==> src/rtl/banco_pkg.sv <==
// Shared types and helpers for the parametrised register bank.
package banco_pkg;

  typedef enum logic [0:0] {
    ST_IDLE  = 1'b0,
    ST_CLEAR = 1'b1
  } clr_state_t;

  // Bit offset of port 'port' inside a packed bus of 'width'-bit fields.
  function automatic int rd_slice_off(input int port, input int width);
    return port * width;
  endfunction

endpackage

==> src/rtl/banco_clear_ctrl.sv <==
// Bulk-clear sequencer: walks every register once, drives busy/clr_done,
// and flags user writes that arrive while the clear owns the array.
module banco_clear_ctrl
  import banco_pkg::*;
#(
  parameter int ADDR_W = 3
) (
  input  logic              clk1,
  input  logic              rst1,
  input  logic              clr_start,
  input  logic              wr_req,
  output logic              busy,
  output logic              clr_done,
  output logic              wr_drop,
  output logic              clr_we,
  output logic [ADDR_W-1:0] clr_addr
);

  // Counter carries one spare bit so the terminal compare never sees a wrap.
  localparam logic [ADDR_W:0] CNT_LAST = {1'b0, {ADDR_W{1'b1}}};
  localparam logic [ADDR_W:0] CNT_ONE  = {{ADDR_W{1'b0}}, 1'b1};

  clr_state_t      state_q, state_d;
  logic [ADDR_W:0] cnt_q, cnt_d;
  logic            busy_q, busy_d;
  logic            done_q, done_d;
  logic            drop_q, drop_d;

  always_comb begin
    state_d = state_q;
    cnt_d   = cnt_q;
    busy_d  = busy_q;
    done_d  = 1'b0;
    drop_d  = wr_req && busy_q;
    case (state_q)
      ST_IDLE: begin
        if (clr_start) begin
          state_d = ST_CLEAR;
          cnt_d   = '0;
          busy_d  = 1'b1;
        end
      end
      ST_CLEAR: begin
        cnt_d = cnt_q + CNT_ONE;
        if (cnt_q == CNT_LAST) begin
          state_d = ST_IDLE;
          busy_d  = 1'b0;
          done_d  = 1'b1;
        end
      end
      default: begin
        state_d = ST_IDLE;
        busy_d  = 1'b0;
      end
    endcase
  end

  always_ff @(posedge clk1 or posedge rst1) begin
    if (rst1) begin
      state_q <= ST_IDLE;
      cnt_q   <= '0;
      busy_q  <= 1'b0;
      done_q  <= 1'b0;
      drop_q  <= 1'b0;
    end else begin
      state_q <= state_d;
      cnt_q   <= cnt_d;
      busy_q  <= busy_d;
      done_q  <= done_d;
      drop_q  <= drop_d;
    end
  end

  assign busy     = busy_q;
  assign clr_done = done_q;
  assign wr_drop  = drop_q;
  assign clr_we   = (state_q == ST_CLEAR);
  assign clr_addr = cnt_q[ADDR_W-1:0];

endmodule

==> src/rtl/banco_registro_param.sv <==
// Multi-port register bank with combinational reads, optional write bypass,
// optional hardwired zero register and a sequenced bulk clear.
module banco_registro_param
  import banco_pkg::*;
#(
  parameter int DATA_W   = 4,
  parameter int ADDR_W   = 3,
  parameter int NUM_RD   = 2,
  parameter int BYPASS   = 1,
  parameter int ZERO_REG = 0
) (
  input  logic                     clk1,
  input  logic                     rst1,
  input  logic [NUM_RD*ADDR_W-1:0] addr_rd,
  output logic [NUM_RD*DATA_W-1:0] dat_rd,
  input  logic                     reg_write,
  input  logic [ADDR_W-1:0]        addr_w,
  input  logic [DATA_W-1:0]        dat_w,
  input  logic                     clr_start,
  output logic                     busy,
  output logic                     clr_done,
  output logic                     wr_drop
);

  localparam int DEPTH = 2 ** ADDR_W;

  logic [DATA_W-1:0] mem_q [DEPTH];
  logic [DATA_W-1:0] mem_d [DEPTH];
  logic              wr_req;
  logic              wr_ok;
  logic              clr_we;
  logic [ADDR_W-1:0] clr_addr;

  // Writes to a hardwired zero register vanish silently, so they never count as dropped.
  assign wr_req = reg_write && !((ZERO_REG != 0) && (addr_w == '0));
  assign wr_ok  = wr_req && !busy;

  banco_clear_ctrl #(
    .ADDR_W(ADDR_W)
  ) u_clear_ctrl (
    .clk1     (clk1),
    .rst1     (rst1),
    .clr_start(clr_start),
    .wr_req   (wr_req),
    .busy     (busy),
    .clr_done (clr_done),
    .wr_drop  (wr_drop),
    .clr_we   (clr_we),
    .clr_addr (clr_addr)
  );

  always_comb begin
    mem_d = mem_q;
    if (wr_ok) mem_d[addr_w] = dat_w;
    if (clr_we) mem_d[clr_addr] = '0;
  end

  always_ff @(posedge clk1 or posedge rst1) begin
    if (rst1) mem_q <= '{default: '0};
    else      mem_q <= mem_d;
  end

  for (genvar i = 0; i < NUM_RD; i++) begin : g_rd
    localparam int A_OFF = rd_slice_off(i, ADDR_W);
    localparam int D_OFF = rd_slice_off(i, DATA_W);

    logic [ADDR_W-1:0] raddr;
    logic [DATA_W-1:0] rdata;

    assign raddr = addr_rd[A_OFF +: ADDR_W];

    // Zero masking is applied last so it also overrides the bypass path.
    always_comb begin
      rdata = mem_q[raddr];
      if ((BYPASS != 0) && wr_ok && (addr_w == raddr)) rdata = dat_w;
      if ((ZERO_REG != 0) && (raddr == '0)) rdata = '0;
    end

    assign dat_rd[D_OFF +: DATA_W] = rdata;
  end

endmodule

==> config.mk <==
export PLATFORM = sky130hd
export DESIGN_NAME = banco_registro_param
export DESIGN_NICKNAME = d
export VERILOG_FILES = /design/src/rtl/banco_pkg.sv /design/src/rtl/banco_clear_ctrl.sv /design/src/rtl/banco_registro_param.sv
export SDC_FILE = /design/constraint.sdc
export NUM_CORES = 1
export LEC_CHECK = 0
export ABC_AREA = 1
export BUFFER_PORTS_ARGS = -buffer_cell sky130_fd_sc_hd__buf_2
export CAP_MARGIN = 20
export CORE_MARGIN = 1.5
export CORE_UTILIZATION = 40
export CTS_CLUSTER_DIAMETER = 30
export DETAILED_ROUTE_END_ITERATION = 12
export GPL_ROUTABILITY_DRIVEN = 1
export HOLD_SLACK_MARGIN = 0.15
export PLACE_DENSITY = 0.68
export SETUP_SLACK_MARGIN = 0.4
export SYNTH_ARGS = -nofsm -noshare
export SYNTH_HDL_FRONTEND = slang
export SYNTH_SLANG_ARGS = --single-unit
export TNS_END_PERCENT = 30
==> constraint.sdc <==
create_clock -name clk1 -period 1.3 [get_ports clk1]
set_clock_uncertainty 0.1 [all_clocks]
set_input_delay 0 -clock clk1 [delete_from_list [all_inputs] [get_ports clk1]]
set_output_delay 0 -clock clk1 [all_outputs]
set_load 0.005 [all_outputs]
==> flow_summary.ini, run 1 <==
[die]
die_y_um = 82.9
top_level_ports = 28
rows = 28
die_area_sq_um = 6880
core-area_sq_um = 6060
fp.dieW_um = 82.9
initial_utilization_pct = 42.2

[finish]
num-nets-final = 471
multi_input_area_sq_um = 1460
seq_area_sq_um = 1000
antenna_cells = 0
fillCellCount = 589
area_delta_synth_final_pct = 27.0
drive_above_1_share_pct = 24.0

[detailed_routing]
vias_per_cell = 5.09
firstDrtPassIters = 5
routedWlPerCell_um = 13.7
final_antenna_net_count = 0
via_count = 2690
drt_iter0_markers = 208
routed_wl_um = 7220
drc = 0

[worst_setup_path]
worstSetupStartpointType = flip-flop
rr_worst_depth = 8
worstPathMaxFanout = 5
crit_path_end_kind = output port
crit_type = reg2out
cp.arrival_ns = 1.41
cp_data_required_time_ns = 1.20
r2r-start = u_clear_ctrl.busy$_DFFE_PP0P_
reg2reg_to = mem_q[12]$_DFF_PP0_
ff2ff_setup_slack_ns = -0.19

[grt]
grt_pass1_wl_um = 11900
grt_pass1_vias = 2542
grtUsageMet2_pct = 32.7
use_met3_pct = 3.18
overflow = 0
grt-busiest-layer = met2
grtUsageMet1_pct = 29.9
grt_usage_pct = 21.6
grt_antenna_before_repair = 0
grt_max_degree = 41

[clocking]
clkSinkCount = 40
htreeDepth = 2
path_clk_slew_ns = 0.08
cts_root_buffer = clkbuf_8
clock_latency_ns = 0.30
cts_tree = yes
clockBufferDepth = 2
ctsHoldBuffers = 3
cts_buffers = 5

[yosys]
synth-edff-count = 0
synth_top_cell_by_area = dfrtp_1
synth_top_area_share_pct = 39.2
avgSynthCellArea_sq_um = 6.20
seq_area_frac_synth_pct = 39.2
synthFlopType = dfrtp_1
synthArstFlopShare_pct = 100
syn_nets = 430
synth_area_leaders = dfrtp_1, nand2_1, nor2_1
yosys_warnings = 0
synth_common_cells = nand2_1, nor2_1, nand3_1, inv_1, dfrtp_1
yosysMostFrequentCell = nand2_1
syn-cell-area_sq_um = 2560
synth_cells = 412
synth_cell_types = 15
ys_ff_latch = 40

[place]
io_buffers = 27
gp_congestion = 0.928
hpwl_um = 5310

[worst_hold_path]
hp-class = in2reg
holdPathEnd = mem_q[4]$_DFF_PP0_
hold_start = dat_w[0]
min_delay_path_depth = 3

[timing]
fin_ws_ns = -0.214
max_freq_mhz = 661
period_needed_ns = 1.51
tightest_slew_ns = 0.377
tns_ns = -4.81
drv_slew = 0
hold_ws_ns = -0.0136
relSlewSlack_pct = 74.8
setup_violations = 40
fin_crit_sh_pct = 116
final_hold_viol_count = 8
rsz0062_at_grt = yes

[power_and_ir_drop]
power.density_nw_per_um2 = 1830
peakVddDrop_v = 0.00123
p_leak_nw = 1.80

[outcome]
status = finished with violations
violations = negative hold slack, negative setup slack

[flow_run]
cap_viol_max_count = 0
## state kept, by name, indices dropped and copies added, names as in the netlist
signal	count
u_clear_ctrl.clr_done	1
mem_q	32
u_clear_ctrl.clr_we	1
u_clear_ctrl.busy	1
u_clear_ctrl.wr_drop	1
u_clear_ctrl.cnt_q	4
## through the flow
stage	utilization, %	setup slack [ns]	cell area [sq um]	cells	power (mW)
2_1_floorplan	-	0.0787	2600	412	3.62
3_3_place_gp	47.5	-0.0279	2880	516	4.31
3_5_place_dp	47.5	-0.0439	2880	516	4.36
4_1_cts	51.9	-0.235	3150	529	5.76
5_1_grt	53.6	-0.319	3250	529	6.46
6_report	53.6	-0.214	3250	529	5.95
## critical path, stage by stage, from the launching register on
cell     delay, ns
dfrtp_1       0.39
nor2_2        0.11
nand2_1       0.08
nor2_1        0.12
nand2_2       0.10
inv_2         0.09
nand2_1       0.05
nand2_1       0.06
buf_2         0.10
## power by group
part	switching (mW)	internal, mW
clock network	0.436	0.677
logic	1.58	1.05
registers	0.412	1.79
## layout by cell type (no fill, tap or decap), types with 6 or more instances in the layout
cell type,n
buf_2,27
buf_4,15
clkbuf_8,7
dfrtp_1,37
inv_1,42
inv_2,10
inv_4,6
nand2_1,106
nand2_2,8
nand2_4,9
nand3_1,54
nor2_1,71
nor3_1,25
## worst max path at each step
stage / start / to / slack [ns] / cells past startpoint
2_1_floorplan: u_clear_ctrl.busy$_DFFE_PP0P_ / mem_q[10]$_DFF_PP0_ / 0.08 / 7
3_3_place_gp: u_clear_ctrl.busy$_DFFE_PP0P_ / dat_rd[6] / -0.03 / 8
3_5_place_dp: u_clear_ctrl.busy$_DFFE_PP0P_ / mem_q[8]$_DFF_PP0_ / -0.04 / 7
4_1_cts: u_clear_ctrl.busy$_DFFE_PP0P_ / dat_rd[6] / -0.24 / 8
5_1_grt: u_clear_ctrl.busy$_DFFE_PP0P_ / dat_rd[4] / -0.32 / 8
6_report: u_clear_ctrl.busy$_DFFE_PP0P_ / dat_rd[3] / -0.21 / 8
## layout make-up
type | instances | share of cell area [%]
Clock buffer | 7 | 2.97
Clock inverter | 1 | 0.925
Inverter | 59 | 7.44
Multi-Input combinational cell | 300 | 45.0
Sequential cell | 40 | 30.9
Tap cell | 75 | 2.89
Timing Repair Buffer | 47 | 9.79
## timing repair
item / in CTS / in global routing
hold endpoints to repair: 79 / 32
resized for setup: 29 / 29
buffers inserted: 2 / 0
pin swaps: 21 / 12
endpoints found under the setup margin: 48 / 51
## cells by family after synthesis
group                      count (synthesis)  synth area share (%)
DFF                                       40                  39.2
AOI/OAI and AO/OA                         13                  2.55
buffers and inverters                     72                  11.5
adders and majority gates                  1                 0.489
and+or+nand+nor                          286                  46.3
## metal layers
metal / share of wire (%) / vias to the layer above
met2: 46 / 92
met4: 2.5 / 0
met3: 5.4 / 18
met5: 0 / -
li1: - / 1359
met1: 46 / 1221
(Power assumes the default switching activity.)
==> run 2, diff against run 1 <==
--- a/config.mk
+++ b/config.mk
@@ -13,6 +13,7 @@
 export CTS_CLUSTER_DIAMETER = 30
 export DETAILED_ROUTE_END_ITERATION = 12
 export GPL_ROUTABILITY_DRIVEN = 1
+export GPL_TIMING_DRIVEN = 0
 export HOLD_SLACK_MARGIN = 0.15
 export PLACE_DENSITY = 0.68
 export SETUP_SLACK_MARGIN = 0.4
==> run 2 against run 1 <==
- the flow still finishes with violations (negative hold slack, negative setup slack)
- total power shrank 3.4%
- combinational power down 6%
- first-iteration DRC count is 13% higher
- wire length increased by 3.3%
- count of clock-buffer cells in the layout fell by 2
- hold slack worse by 0.23 ns
- critical path type unchanged
- critical endpoint is now dat_rd[5]
- largest cell class unchanged
- largest power group unchanged
==> flow_summary.ini, run 2 (synthesis results as in run 1) <==
[power_and_ir_drop]
swShare_pct = 42.7
clkPwrFrac_pct = 18.6
p_int_mw = 3.29
peakVddDrop_v = 0.00127
pwr-share-seq_pct = 38.4
combPwrFrac_pct = 43.1
p_leak_nw = 1.71
power.density_nw_per_um2 = 1860
p_switching_mw = 2.46

[finish]
stdcell_count = 518
area_delta_synth_final_pct = 20.9
reg_top3 = mem_q (32), u_clear_ctrl.cnt_q (4)
drive_above_1_share_pct = 20.5
top_register = mem_q
largest_reg_flops = 32
mostFrequentLayoutCell = nand2_1
num-nets-final = 460
final_util_pct = 51.0
antenna_cells = 0
mostFrequentLayoutCells = nand2_1, nor2_1, nand3_1

[worst_setup_path]
rr_worst_depth = 8
reg2reg_to = mem_q[23]$_DFF_PP0_
worstSetupStartpointType = flip-flop
crit_path_end_kind = output port
cp-endpoint = dat_rd[5]
cp_data_required_time_ns = 1.20
worstPathMaxFanout = 5
cp-startpoint = u_clear_ctrl.busy$_DFFE_PP0P_
r2r-start = u_clear_ctrl.busy$_DFFE_PP0P_
crit_type = reg2out
cp.arrival_ns = 1.46
ff2ff_setup_slack_ns = -0.25

[detailed_routing]
routedWlPerCell_um = 14.4
firstDrtPassIters = 5
drc = 0
final_antenna_net_count = 0
routed_wl_um = 7460
via_count = 2745
vias_per_cell = 5.30
drt_iter0_markers = 234

[clocking]
ctsHoldBuffers = 2
htreeDepth = 2
path_clk_slew_ns = 0.09
clock_latency_ns = 0.30
cts_root_buffer = clkbuf_8
cts_buffers = 5
cts_tree = yes
clkSinkCount = 40
clockBufferDepth = 2

[place]
dp.cells = 505
gp_congestion = 0.924
io_buffers = 18
hpwl_um = 5300

[timing]
setup_violations = 40
period_needed_ns = 1.56
final_hold_viol_count = 40
max_freq_mhz = 643
rsz0062_at_grt = yes
drv_slew = 0
fin_ws_ns = -0.256
hold_ws_ns = -0.239
relSlewSlack_pct = 43.9
fin_crit_sh_pct = 120
tightest_slew_ns = 0.841

[outcome]
violations = negative hold slack, negative setup slack
status = finished with violations

[die]
die_y_um = 82.9
die_area_sq_um = 6880
fp.dieW_um = 82.9
top_level_ports = 28
rows = 28
core-area_sq_um = 6060
initial_utilization_pct = 42.2

[grt]
grt_usage_pct = 22.3
grt_antenna_before_repair = 0
grt_pass1_wl_um = 12300
grt_pass1_vias = 2493
overflow = 0
grt_max_degree = 41

[worst_hold_path]
hp-class = in2async

[flow_run]
cap_viol_max_count = 0
run 2: worst min-delay path by stage:
stage	cells after the start	slack (ns)	end	start
final	2	-0.24	mem_q[27]$_DFF_PP0_	rst1
after global placement	3	0.15	u_clear_ctrl.wr_drop$_DFF_PP0_	reg_write
after global routing	2	-0.14	mem_q[27]$_DFF_PP0_	rst1
after CTS	2	-0.20	mem_q[21]$_DFF_PP0_	rst1
after floorplan	2	0.004	u_clear_ctrl.wr_drop$_DFF_PP0_	reg_write
after detailed placement	2	0.14	mem_q[27]$_DFF_PP0_	rst1
run 2: final cells by class:
cell class,count,area (sq um)
Inverter,59,236
Timing Repair Buffer,23,136
Multi-Input combinational cell,300,1430
Tap cell,75,93.8
Clock inverter,3,47.5
Sequential cell,40,1000
Clock buffer,5,68.8
Fill cell,623,2970
Buffer,13,72.6
run 2: metrics by stage:
step | hold slack, ns | power [mW] | cell area [sq um] | setup TNS, ns | setup WS (ns)
2_1_floorplan | 0.00387 | 3.62 | 2600 | 0 | 0.0787
3_3_place_gp | 0.150 | 4.19 | 2780 | -12.23 | -0.275
3_5_place_dp | 0.137 | 4.25 | 2780 | -2.04 | -0.0915
4_1_cts | -0.196 | 5.57 | 3030 | -6.16 | -0.267
5_1_grt | -0.139 | 6.20 | 3090 | -11.13 | -0.401
6_report | -0.239 | 5.75 | 3090 | -7.18 | -0.256
run 2: power groups by stage:
| stage | clock network (mW) | logic, mW | registers, mW |
|---|---|---|---|
| 2_1_floorplan | 0 | 1.57 | 2.05 |
| 5_1_grt | 1.15 | 2.78 | 2.26 |
| 6_report | 1.07 | 2.47 | 2.21 |
| 3_5_place_dp | 0 | 2.10 | 2.16 |
| 3_3_place_gp | 0 | 2.06 | 2.13 |
| 4_1_cts | 1.08 | 2.30 | 2.18 |
run 2: what timing repair did:
action                                  4_1_cts  5_1_grt
buffers inserted                              3        0
pin swaps                                    16       15
hold endpoints to repair                     78       46
gates resized for setup                      30       19
endpoints found under the setup margin       48       50
run 2: metal layers:
layer | track usage, % | routed length, um
met1 | 32.3 | 3410
met2 | 34.5 | 3480
met3 | 3.28 | 435
met4 | 6.82 | 126
met5 | 0 | 0
run 2: worst max-delay path, cell delays in order (launching register included):
cell	delay [ns]
dfrtp_1	0.40
nor2_2	0.12
nand2_1	0.08
nor2_2	0.09
nand2_2	0.10
inv_2	0.10
nand2_1	0.06
nand2_1	0.09
buf_2	0.11
==> run 3, diff against run 2 <==
--- a/config.mk
+++ b/config.mk
@@ -17,6 +17,7 @@
 export HOLD_SLACK_MARGIN = 0.15
 export PLACE_DENSITY = 0.68
 export SETUP_SLACK_MARGIN = 0.4
+export SKIP_LAST_GASP = 1
 export SYNTH_ARGS = -nofsm -noshare
 export SYNTH_HDL_FRONTEND = slang
 export SYNTH_SLANG_ARGS = --single-unit
==> run 3 against run 2 <==
- the flow still finishes with violations (negative hold slack, negative setup slack)
- combinational power decreased by 8.5%
- total power decreased by 5.1%
- utilization decreased by 1.0 points
- count of clock-buffer cells in the layout unchanged
- sequential power decreased by 4%
- sequential cell count unchanged
- setup slack got worse by 0.0032 ns
- clock power about the same
- wire length decreased by 1.3%
- register-to-register slack improved by 0.06 ns
- cell count increased by 0.39%
- critical endpoint unchanged
- highest routed layer unchanged
==> flow_summary.ini, run 3 (synthesis results as in run 1) <==
[outcome]
status = finished with violations
violations = negative hold slack, negative setup slack

[grt]
grt_usage_pct = 22.2
grtUsageMet2_pct = 34.4
grt_pass1_wl_um = 12200
grt_antenna_before_repair = 0
use_met3_pct = 3.28
grtUsageMet1_pct = 32.1
overflow = 0
grt_pass1_vias = 2468
grt_max_degree = 41
grt-busiest-layer = met2

[finish]
mostFrequentLayoutCell = nand2_1
top_register = mem_q
drive_above_1_share_pct = 16.6
fillCellCount = 631
reg_top3 = mem_q (32), u_clear_ctrl.cnt_q (4)
num-nets-final = 462
stdcell_area_sq_um = 3030
mostFrequentLayoutCells = nand2_1, nor2_1, nand3_1
antenna_cells = 0
stdcell_count = 520
area_delta_synth_final_pct = 18.6
largest_reg_flops = 32

[worst_setup_path]
crit_type = reg2out
cp-endpoint = dat_rd[5]
r2r-start = u_clear_ctrl.busy$_DFFE_PP0P_
worstSetupStartpointType = flip-flop
ff2ff_setup_slack_ns = -0.19
cp.arrival_ns = 1.46
worstPathMaxFanout = 5
cp_data_required_time_ns = 1.20
reg2reg_to = mem_q[5]$_DFF_PP0_
cp-startpoint = u_clear_ctrl.busy$_DFFE_PP0P_
crit_path_end_kind = output port
rr_worst_depth = 9

[place]
hpwl_um = 5300
gp_congestion = 0.924
io_buffers = 18
dpl_cell_area_sq_um = 2780
dp_slack_ns = -0.0915
dp.cells = 505

[clocking]
htreeDepth = 2
clock_latency_ns = 0.30
cts_tree = yes
cts_buffers = 5
path_clk_slew_ns = 0.09
clkSinkCount = 40
ctsHoldBuffers = 2
cts_root_buffer = clkbuf_8
clockBufferDepth = 2

[detailed_routing]
routed_wl_um = 7360
via_count = 2719
vias_per_cell = 5.23
firstDrtPassIters = 5
routedWlPerCell_um = 14.2
drt_iter0_markers = 241
final_antenna_net_count = 0
drc = 0

[timing]
setup_violations = 40
period_needed_ns = 1.56
max_freq_mhz = 641
rsz0062_at_grt = yes
relSlewSlack_pct = 43.8
drv_slew = 0
hold_ws_ns = -0.237
fin_crit_sh_pct = 120
final_hold_viol_count = 40
tightest_slew_ns = 0.842
fin_ws_ns = -0.259

[die]
die_area_sq_um = 6880
fp.dieW_um = 82.9
rows = 28
die_y_um = 82.9
core-area_sq_um = 6060
initial_utilization_pct = 42.2
top_level_ports = 28

[power_and_ir_drop]
peakVddDrop_v = 0.00114
p_leak_nw = 1.71
power.density_nw_per_um2 = 1800

[worst_hold_path]
hp-class = in2async

[flow_run]
cap_viol_max_count = 0
==> run 3: cell types whose count changed in the layout (fill, tap and decap cells not counted), sizes merged <==
cell  before  now
buf       33   35
==> run 3: per-stage QoR <==
stage | setup TNS [ns] | power [mW] | utilization [%]
2_1_floorplan | 0 | 3.62 | -
3_3_place_gp | -12.23 | 4.19 | 45.9
3_5_place_dp | -2.04 | 4.25 | 45.9
4_1_cts | -6.20 | 5.39 | 49.0
5_1_grt | -10.44 | 5.90 | 50.0
6_report | -6.46 | 5.46 | 50.0
==> run 3: how the worst min path moves through the flow <==
| stage | start | to | cells after the start |
|---|---|---|---|
| 2_1_floorplan | reg_write | u_clear_ctrl.wr_drop$_DFF_PP0_ | 2 |
| 3_3_place_gp | reg_write | u_clear_ctrl.wr_drop$_DFF_PP0_ | 3 |
| 3_5_place_dp | rst1 | mem_q[27]$_DFF_PP0_ | 2 |
| 4_1_cts | rst1 | mem_q[21]$_DFF_PP0_ | 2 |
| 5_1_grt | rst1 | mem_q[20]$_DFF_PP0_ | 2 |
| 6_report | rst1 | mem_q[27]$_DFF_PP0_ | 2 |
==> run 3: repair_timing <==
item / 4_1_cts / 5_1_grt
gates resized for setup: 11 / 8
pin swaps: 7 / 6
endpoints found under the hold margin: 78 / 43
buffers inserted: 3 / 2
endpoints found under the setup margin: 48 / 50
==> run 3: worst max-delay path, stage by stage, from the launching register on <==
cell	delay [ns]
dfrtp_1	0.40
nor2_2	0.12
nand2_1	0.08
nor2_2	0.09
nand2_2	0.10
inv_2	0.09
nand2_1	0.06
nand2_1	0.09
buf_2	0.11
==> run 3: where the power goes <==
group / leakage, nW / switching [mW] / internal, mW / total [mW]
Sequential: 0.520 / 0.344 / 1.78 / 2.12
Clock: 0.0583 / 0.491 / 0.579 / 1.07
Combinational: 1.13 / 1.43 / 0.829 / 2.26
Total: 1.71 / 2.27 / 3.19 / 5.46
==> run 3: cell type report <==
class / count / area (sq um) / area share, %
Clock buffer: 5 / 68.8 / 2.27
Clock inverter: 3 / 47.5 / 1.57
Multi-Input combinational cell: 300 / 1350 / 44.6
Buffer: 13 / 72.6 / 2.39
Sequential cell: 40 / 1000 / 33.0
Tap cell: 75 / 93.8 / 3.10
Timing Repair Buffer: 25 / 164 / 5.41
Inverter: 59 / 231 / 7.64
==> run 3: layer usage <==
layer | share of wire [%] | vias to the layer above
met5 | 0 | -
met4 | 1.5 | 0
met3 | 5.8 | 13
met2 | 46 | 99
met1 | 46 | 1272
li1 | - | 1335
